<file path="config.mk">
export PLATFORM = sky130hd
export DESIGN_NAME = muon_decay_sequencer
export DESIGN_NICKNAME = d
export VERILOG_FILES = /design/src/rtl/muon_decay_sequencer.sv
export SDC_FILE = /design/constraint.sdc
export NUM_CORES = 1
export LEC_CHECK = 0
export BUFFER_PORTS_ARGS = -buffer_cell sky130_fd_sc_hd__buf_2
export CAP_MARGIN = 20
export CORE_ASPECT_RATIO = 1.5
export CORE_MARGIN = 3
export CORE_UTILIZATION = 47
export DETAILED_ROUTE_END_ITERATION = 10
export GPL_TIMING_DRIVEN = 1
export PLACE_DENSITY = 0.78
export SETUP_SLACK_MARGIN = 0.15
export SLEW_MARGIN = 25
export SYNTH_ARGS = -nofsm -noshare
export SYNTH_HDL_FRONTEND = slang
export SYNTH_SLANG_ARGS = --single-unit
</file>
<file path="constraint.sdc">
create_clock -name clk -period 5.3 [get_ports clk]
set_input_delay 0.53 -clock clk [delete_from_list [all_inputs] [get_ports clk]]
set_output_delay 0.53 -clock clk [all_outputs]
set_load 0.01 [all_outputs]
</file>
<file path="src/rtl/muon_decay_sequencer.sv">
// muon_decay_sequencer
//   Drives one countdown timer that bounds the decay window of the muon
//   lifetime measurement. A rising hit edge while armed opens the window and
//   starts the timer. The next rising edge at least MIN_GAP cycles later is
//   taken as the decay: its lifetime goes out over a valid/ready port and the
//   timer is cancelled. Timer expiry counts as a timeout. Every decay or
//   timeout is followed by a DEAD_CYCLES holdoff.
//
// Ports
//   clk            system clock
//   rst            synchronous reset, active high
//   enable         run enable (level)
//   hit            discriminator output, synchronous to clk
//   tmr_start      one-cycle pulse, starts the countdown timer
//   tmr_stop       one-cycle pulse, cancels the countdown timer
//   tmr_done       timer expiry, only looked at in WINDOW
//   result_data    measured lifetime in clk cycles
//   result_valid   result handshake valid
//   result_ready   result handshake ready
//   decay_count    accepted decays, saturating
//   timeout_count  timeouts, saturating
//   busy           high in WINDOW, REPORT and DEAD
//
// state  | meaning
// -------+-----------------------------------------------------------
// IDLE   | run disabled, waiting for enable
// ARMED  | enabled, waiting for the muon-arrival edge
// WINDOW | timer running, counting cycles until decay edge or expiry
// REPORT | holding the lifetime result until it is accepted
// DEAD   | holdoff after a decay or timeout, all edges ignored

module muon_decay_sequencer #(
  parameter int CNT_W       = 32,
  parameter int MIN_GAP     = 3,
  parameter int DEAD_CYCLES = 8,
  parameter int STAT_W      = 16
) (
  input  logic              clk,
  input  logic              rst,
  input  logic              enable,
  input  logic              hit,
  output logic              tmr_start,
  output logic              tmr_stop,
  input  logic              tmr_done,
  output logic [CNT_W-1:0]  result_data,
  output logic              result_valid,
  input  logic              result_ready,
  output logic [STAT_W-1:0] decay_count,
  output logic [STAT_W-1:0] timeout_count,
  output logic              busy
);

  localparam int DEAD_W = (DEAD_CYCLES > 1) ? $clog2(DEAD_CYCLES) : 1;
  localparam logic [CNT_W-1:0]  MIN_GAP_C = CNT_W'(MIN_GAP);
  localparam logic [CNT_W-1:0]  CNT_MAX   = '1;
  localparam logic [STAT_W-1:0] STAT_MAX  = '1;
  // Holdoff is a down-counter; loading N-1 and leaving on zero gives N cycles.
  localparam logic [DEAD_W-1:0] DEAD_LOAD = DEAD_W'(DEAD_CYCLES - 1);

  typedef enum logic [2:0] {
    S_IDLE,
    S_ARMED,
    S_WINDOW,
    S_REPORT,
    S_DEAD
  } state_t;

  state_t             state, state_nxt;
  logic               hit_q;
  logic               hit_rise;
  logic [CNT_W-1:0]   elapsed, elapsed_nxt;
  logic [DEAD_W-1:0]  dead_cnt, dead_cnt_nxt;
  logic [CNT_W-1:0]   result_data_nxt;
  logic               result_valid_nxt;
  logic               tmr_start_nxt, tmr_stop_nxt;
  logic [STAT_W-1:0]  decay_count_nxt, timeout_count_nxt;
  logic               busy_nxt;

  assign hit_rise = hit & ~hit_q;

  always_ff @(posedge clk) begin
    if (rst) begin
      state         <= S_IDLE;
      hit_q         <= 1'b0;
      elapsed       <= '0;
      dead_cnt      <= '0;
      result_data   <= '0;
      result_valid  <= 1'b0;
      tmr_start     <= 1'b0;
      tmr_stop      <= 1'b0;
      decay_count   <= '0;
      timeout_count <= '0;
      busy          <= 1'b0;
    end else begin
      state         <= state_nxt;
      // Tracked in every state so a hit held across DEAD->ARMED is not an edge.
      hit_q         <= hit;
      elapsed       <= elapsed_nxt;
      dead_cnt      <= dead_cnt_nxt;
      result_data   <= result_data_nxt;
      result_valid  <= result_valid_nxt;
      tmr_start     <= tmr_start_nxt;
      tmr_stop      <= tmr_stop_nxt;
      decay_count   <= decay_count_nxt;
      timeout_count <= timeout_count_nxt;
      busy          <= busy_nxt;
    end
  end

  always_comb begin
    state_nxt         = state;
    elapsed_nxt       = elapsed;
    dead_cnt_nxt      = dead_cnt;
    result_data_nxt   = result_data;
    result_valid_nxt  = result_valid;
    tmr_start_nxt     = 1'b0;
    tmr_stop_nxt      = 1'b0;
    decay_count_nxt   = decay_count;
    timeout_count_nxt = timeout_count;

    case (state)
      S_IDLE: begin
        if (enable) state_nxt = S_ARMED;
      end

      S_ARMED: begin
        if (!enable) begin
          state_nxt = S_IDLE;
        end else if (hit_rise) begin
          state_nxt     = S_WINDOW;
          elapsed_nxt   = CNT_W'(1);
          tmr_start_nxt = 1'b1;
        end
      end

      S_WINDOW: begin
        if (elapsed != CNT_MAX) elapsed_nxt = elapsed + CNT_W'(1);
        // Priority: abort, then accepted decay, then timer expiry.
        if (!enable) begin
          state_nxt    = S_IDLE;
          tmr_stop_nxt = 1'b1;
        end else if (hit_rise && (elapsed >= MIN_GAP_C)) begin
          state_nxt        = S_REPORT;
          result_data_nxt  = elapsed;
          result_valid_nxt = 1'b1;
          tmr_stop_nxt     = 1'b1;
          if (decay_count != STAT_MAX) decay_count_nxt = decay_count + STAT_W'(1);
        end else if (tmr_done) begin
          // Timer has already expired on its own, so no cancel pulse.
          state_nxt    = S_DEAD;
          dead_cnt_nxt = DEAD_LOAD;
          if (timeout_count != STAT_MAX) timeout_count_nxt = timeout_count + STAT_W'(1);
        end
      end

      S_REPORT: begin
        if (result_valid && result_ready) begin
          state_nxt        = S_DEAD;
          result_valid_nxt = 1'b0;
          dead_cnt_nxt     = DEAD_LOAD;
        end
      end

      S_DEAD: begin
        if (dead_cnt == '0) begin
          state_nxt = enable ? S_ARMED : S_IDLE;
        end else begin
          dead_cnt_nxt = dead_cnt - DEAD_W'(1);
        end
      end

      default: begin
        state_nxt = S_IDLE;
      end
    endcase

    busy_nxt = (state_nxt == S_WINDOW) || (state_nxt == S_REPORT) || (state_nxt == S_DEAD);
  end

endmodule
</file>
* Word-level counts from Yosys, hierarchy flattened
Cells that the tools add are included.
Storage, ports and cells: register bits 107, input bits 6, output and inout bits 68
Cells by class: add/subtract/negate cells 4, order comparisons 1, equal/unequal tests 19, muxes and demuxes 27, bitwise logic cells 6, reductions and logical operators 17
Operators by type and width (count):
- $mux 32 | 3
- $pmux 32 s2 | 1
- $mux 3 | 13
- $add 16x1->16 const B | 2
- $add 32x1->32 const B | 1
- $ge 32x2->1 const B | 1
- $ne 16x16->1 const B | 2
- $ne 32x32->1 const B | 1
- $ne 2x2->1 const B | 9
- $pmux 3 s5 | 1
- $eq 3x2->1 const B | 4
- $reduce_and 4->1 | 3
- $pmux 3 s3 | 1
- $mux 1 | 7
- $eq 3x3->1 const B | 2
- $logic_not 3->1 | 2
- $reduce_and 6->1 | 1
- $not 1->1 | 5
- $reduce_and 5->1 | 1
- $reduce_bool 2->1 | 2
- $eq 3x1->1 const B | 1
- $reduce_and 3->1 | 1
- $reduce_bool 3->1 | 1
- $reduce_or 3->1 | 1
- other kinds (6) | 8

* Depth between registers and ports, before layout
word-level depth 9, depth in mapped cells 9

* Least setup slack after synthesis
Ideal clock, no wire load.
path type register to register, from reg elapsed[0], to reg timeout_count[4], setup time 0.121 ns, arrival time 1.931 ns, data required time 5.179 ns, path slack 3.248 ns, stages on the path, launching flop included 8, period minus slack after synthesis 2.052 ns, cell sequence dfxtp_1 -> ha_1 -> nor4_2 -> nand4_2 -> o21a_4 -> nor4b_4 -> nand3_1 -> mux2_4
Between the ends: cells in the longest elaborated chain, start to end 4
RTL lines:
- start: declaration | line 71 | logic [CNT_W-1:0] elapsed, elapsed_nxt;
- start signal: assignment | line 98 | elapsed <= elapsed_nxt;
- $ge 32x2->1 | line 142 | end else if (hit_rise && (elapsed >= MIN_GAP_C)) begin
- $logic_and 1x1->1 | line 142
- $not 1->1 (no source line)
- $reduce_and 5->1 (no source line)
- end signal: assignment | line 105 | timeout_count <= timeout_count_nxt;
- end: declaration | line 49 | output logic [STAT_W-1:0] timeout_count,
Every way passes these cells. A chain may end at the register's enable or synchronous reset.

* Worst setup path after layout
from reg elapsed[0], to reg decay_count[4]
Between the ends: cells in the longest elaborated chain, start to end 3
RTL lines:
- $ge 32x2->1 | line 142
- $logic_and 1x1->1 | line 142
- $reduce_and 4->1 (no source line)
- end signal: assignment | line 104 | decay_count <= decay_count_nxt;
- end: declaration | line 48 | output logic [STAT_W-1:0] decay_count,
Every way passes these cells.

==> results.sh <==
export IMPL_cts_tree="done"
export IMPL_finalWorstPathRequiredPeriod_ps=2850
export IMPL_grt_util_met2=0.362
export IMPL_switchingPower_mw=0.322
export IMPL_seq_area_frac_synth=0.426
export IMPL_grt_pass1_wl_um=20000
export IMPL_antenna_found_initial=0
export IMPL_h_tree_depth=3
export IMPL_yosysTopAreaCell="dfxtp_1"
export IMPL_final_nets=630
export IMPL_postCtsSetupBuffers=0
export IMPL_numPortBuffers=73
export IMPL_synthArstFlopShare=0
export IMPL_fp_row_count=45
export IMPL_synth_nets=569
export IMPL_synth_area_top_cells="dfxtp_1 (43%), nor2_1 (7.7%), mux2i_1 (6.4%), xnor2_1 (5.2%), nand3_1 (3.4%)"
export IMPL_clock_latency_ps=350
export IMPL_crit_path_end_kind="register"
export IMPL_ys_ff_latch=107
export IMPL_start_kind="register"
export IMPL_comb_power_share=0.020
export IMPL_die_w_um=90.5
export IMPL_hp_start="enable"
export IMPL_drt_iter0_markers=206
export IMPL_n_antenna_cell=0
export IMPL_syn2layout_area_growth_pct=14.2
export IMPL_finalSetupTns_ps=0
export IMPL_p_seq_frac=0.551
export IMPL_finalHoldViolations=0
export IMPL_grt_use_met1=0.222
export IMPL_cts_made_buffers=9
export IMPL_synth_top_family_by_area="simple AND/OR/NAND/NOR gates"
export IMPL_worstReg2RegStart="elapsed[0]"
export IMPL_tightest_slew_ps=948
export IMPL_start_util=0.488
export IMPL_crit_slowest_cell="o211ai_4"
export IMPL_postLayoutCellArea_sq_mm=0.00575
export IMPL_track_usage=0.200
export IMPL_dpl_cell_area_sq_mm=0.00547
export IMPL_synth_edf_count=0
export IMPL_cts_hold_buffers_added=0
export IMPL_synth_top_flop_cell="dfxtp_1"
export IMPL_crit_fanout=32
export IMPL_worstPathRequired_ps=5500
export IMPL_post_synth_fa_ha_maj_area_fraction=0.0124
export IMPL_use_met3=0.0353
export IMPL_core_sq_mm=0.0103
export IMPL_synthMuxAreaShare=0.0778
export IMPL_drtPass1Iterations=5
export IMPL_fin_worst_skew_ps=7.13
export IMPL_netlist_area_leader_share=0.426
export IMPL_drc=0
export IMPL_worstHoldEndpoint="tmr_stop"
export IMPL_yosys_area_share_simple=0.309
export IMPL_setup_slack_ps=2450
export IMPL_whs_path_depth=2
export IMPL_path_clk_slew_ps=70
export IMPL_synth_cell_types=63
export IMPL_ys_warn_count=0
export IMPL_cts_root_buf="clkbuf_16"
export IMPL_fp_dieH_um=133
export IMPL_crit_family="compound AO/OA/AOI/OAI gates"
export IMPL_die_area_sq_mm=0.0120
export IMPL_routabilityCongestion=0.892
export IMPL_wl_per_cell_um=15.7
export IMPL_status="finished clean"
export IMPL_dp_slack_ps=2500
export IMPL_powerDensity_mw_per_mm2=255
export IMPL_p_clk_frac=0.429
export IMPL_slowest_delay_ps=690
export IMPL_crit_chain="ha_1 > nor4_2 > nand4_2 > o211ai_4 > buf_4 > nor4b_1 > xnor2_1 > nor2_1"
export IMPL_hold_class="in -> reg"
export IMPL_setup_viol=0
export IMPL_syn_area_sq_mm=0.00503
export IMPL_vias=4231
export IMPL_r2r_end="decay_count[4]"
export IMPL_cap_viol_max_count=0
export IMPL_dpl_hpwl_um=8620
export IMPL_sw_frac_of_total=0.220
export IMPL_place_inst=749
export IMPL_peakVddDrop_mv=0.162
export IMPL_synth_compound_area_frac=0.0619
export IMPL_power_internal_mw=1.14
export IMPL_grt_pass1_vias=4316
export IMPL_max_freq_ghz=0.351
export IMPL_synth_xor_area_frac=0.0818
export IMPL_drtAntennaViolNets=0
export IMPL_fin_crit_sh=0.538
export IMPL_cts_resized=0
export IMPL_drt_total_wl_um=12000
export IMPL_pin_count=74
export IMPL_relSlewSlack=0.367
export IMPL_vias_per_cell=5.53
export IMPL_rrSetupSlack_ps=2450
export IMPL_gr_total_overflow=0
export IMPL_r2r_cells=8
export IMPL_slew_viol_final=0
export IMPL_drive_above_1_share=0.196
export IMPL_cts_sinks=107
export IMPL_synth_avg_cell_area_sq_um=9.02
export IMPL_cellLeakagePower_nw=2.39
export IMPL_cp_buffers_inverters=1
export IMPL_netlist_instances=558
export IMPL_crit_type="reg -> reg"
export IMPL_rsz0062_at_grt="false"
export IMPL_totalPowerFinal_mw=1.46
export IMPL_cp_arrival_ps=3050
export IMPL_stdcell_count=765
export IMPL_clock_path_buffers=2
export IMPL_grt_max_degree=85
export IMPL_busiest_layer="met2"
-- state kept, by name (all words and copies together), names as in the netlist --
signal / flops
dead_cnt: 3
decay_count: 16
result_data: 32
elapsed: 32
state: 3
result_valid: 1
tmr_stop: 1
busy: 1
timeout_count: 16
tmr_start: 1
hit_q: 1
-- layout by cell type, fill, tap and decap left out, drive strengths merged, types with 4 or more instances in the layout --
cell type / Yosys / final
ha: 5 / 5
nand4: 24 / 24
mux2i: 32 / 32
o21ai: 6 / 6
nand3: 35 / 35
or3: 5 / 5
a31oi: 5 / 5
buf: 10 / 75
xnor2: 30 / 30
nor3: 21 / 21
and2: 7 / 7
dfxtp: 107 / 107
nor3b: 4 / 4
xor2: 17 / 17
and3: 10 / 10
nor4: 19 / 19
a21oi: 12 / 12
clkbuf: 15 / 10
mux2: 6 / 6
nand2: 29 / 29
inv: 9 / 9
nor2b: 13 / 13
nor2: 103 / 103
-- power by group through the flow --
stage / sequential (mW) / combinational [mW] / clock (mW)
after detailed placement: 0.826 / 0.0294 / 0
after CTS: 0.807 / 0.0295 / 0.641
final: 0.807 / 0.0292 / 0.628
after floorplan: 0.826 / 0.0211 / 0
after global routing: 0.807 / 0.0326 / 0.663
after global placement: 0.826 / 0.0282 / 0
-- kinds of logic (layout without fill, tap and decap cells) --
logic type / Yosys count / in the layout
DFF: 107 / 107
and+or+nand+nor: 285 / 285
buffers and inverters: 34 / 100
muxes: 38 / 38
adders and majority gates: 5 / 5
xor gates and xnor gates: 47 / 47
AOI/OAI and AO/OA: 42 / 42
-- worst max-delay path by stage --
stage	from	end	slack, ps	cells after the start
2_1_floorplan	elapsed[0]	timeout_count[4]	3250	7
3_3_place_gp	elapsed[0]	decay_count[15]	2540	8
3_5_place_dp	elapsed[0]	decay_count[13]	2500	8
4_1_cts	elapsed[0]	decay_count[4]	2470	8
5_1_grt	elapsed[0]	decay_count[4]	2260	8
6_report	elapsed[0]	decay_count[4]	2450	8
-- cell type report --
type / instances / area, sq um
clock inverters: 6 / 41.3
fillers: 942 / 4560
inverters: 9 / 33.8
repair buffers: 75 / 380
well taps: 141 / 176
flip-flops and latches: 107 / 2140
multi-input cells: 417 / 2740
clock buffers: 10 / 239
-- routing by layer --
layer  part of all wire  vias up  wire (um)
met5                  0        -          0
met4              0.025        0        303
met3              0.035       25        421
met2               0.54      101       6460
met1               0.40     2021       4790
li1                   -     2084          -
-- synthesized netlist by cell type, drive strengths merged, types with 2 or more instances --
master,n
nand3,35
nor2b,13
nand3b,2
nor3,21
ha,5
inv,9
a21oi,12
nand2b,3
clkbuf,15
nor4b,3
or3,5
nor4,19
mux2i,32
nand4,24
xnor2,30
o21a,3
mux2,6
and3,10
buf,10
o21ai,6
nor2,103
a31oi,5
and2,7
dfxtp,107
a211oi,3
xor2,17
o2111ai,2
nand2,29
and4,3
nor3b,4
-- stage by stage --
stage	hold slack (ps)	util
2_1_floorplan	453	-
3_3_place_gp	464	0.530
3_5_place_dp	478	0.531
4_1_cts	407	0.558
5_1_grt	434	0.558
6_report	424	0.558
(Power assumes the default switching activity.)
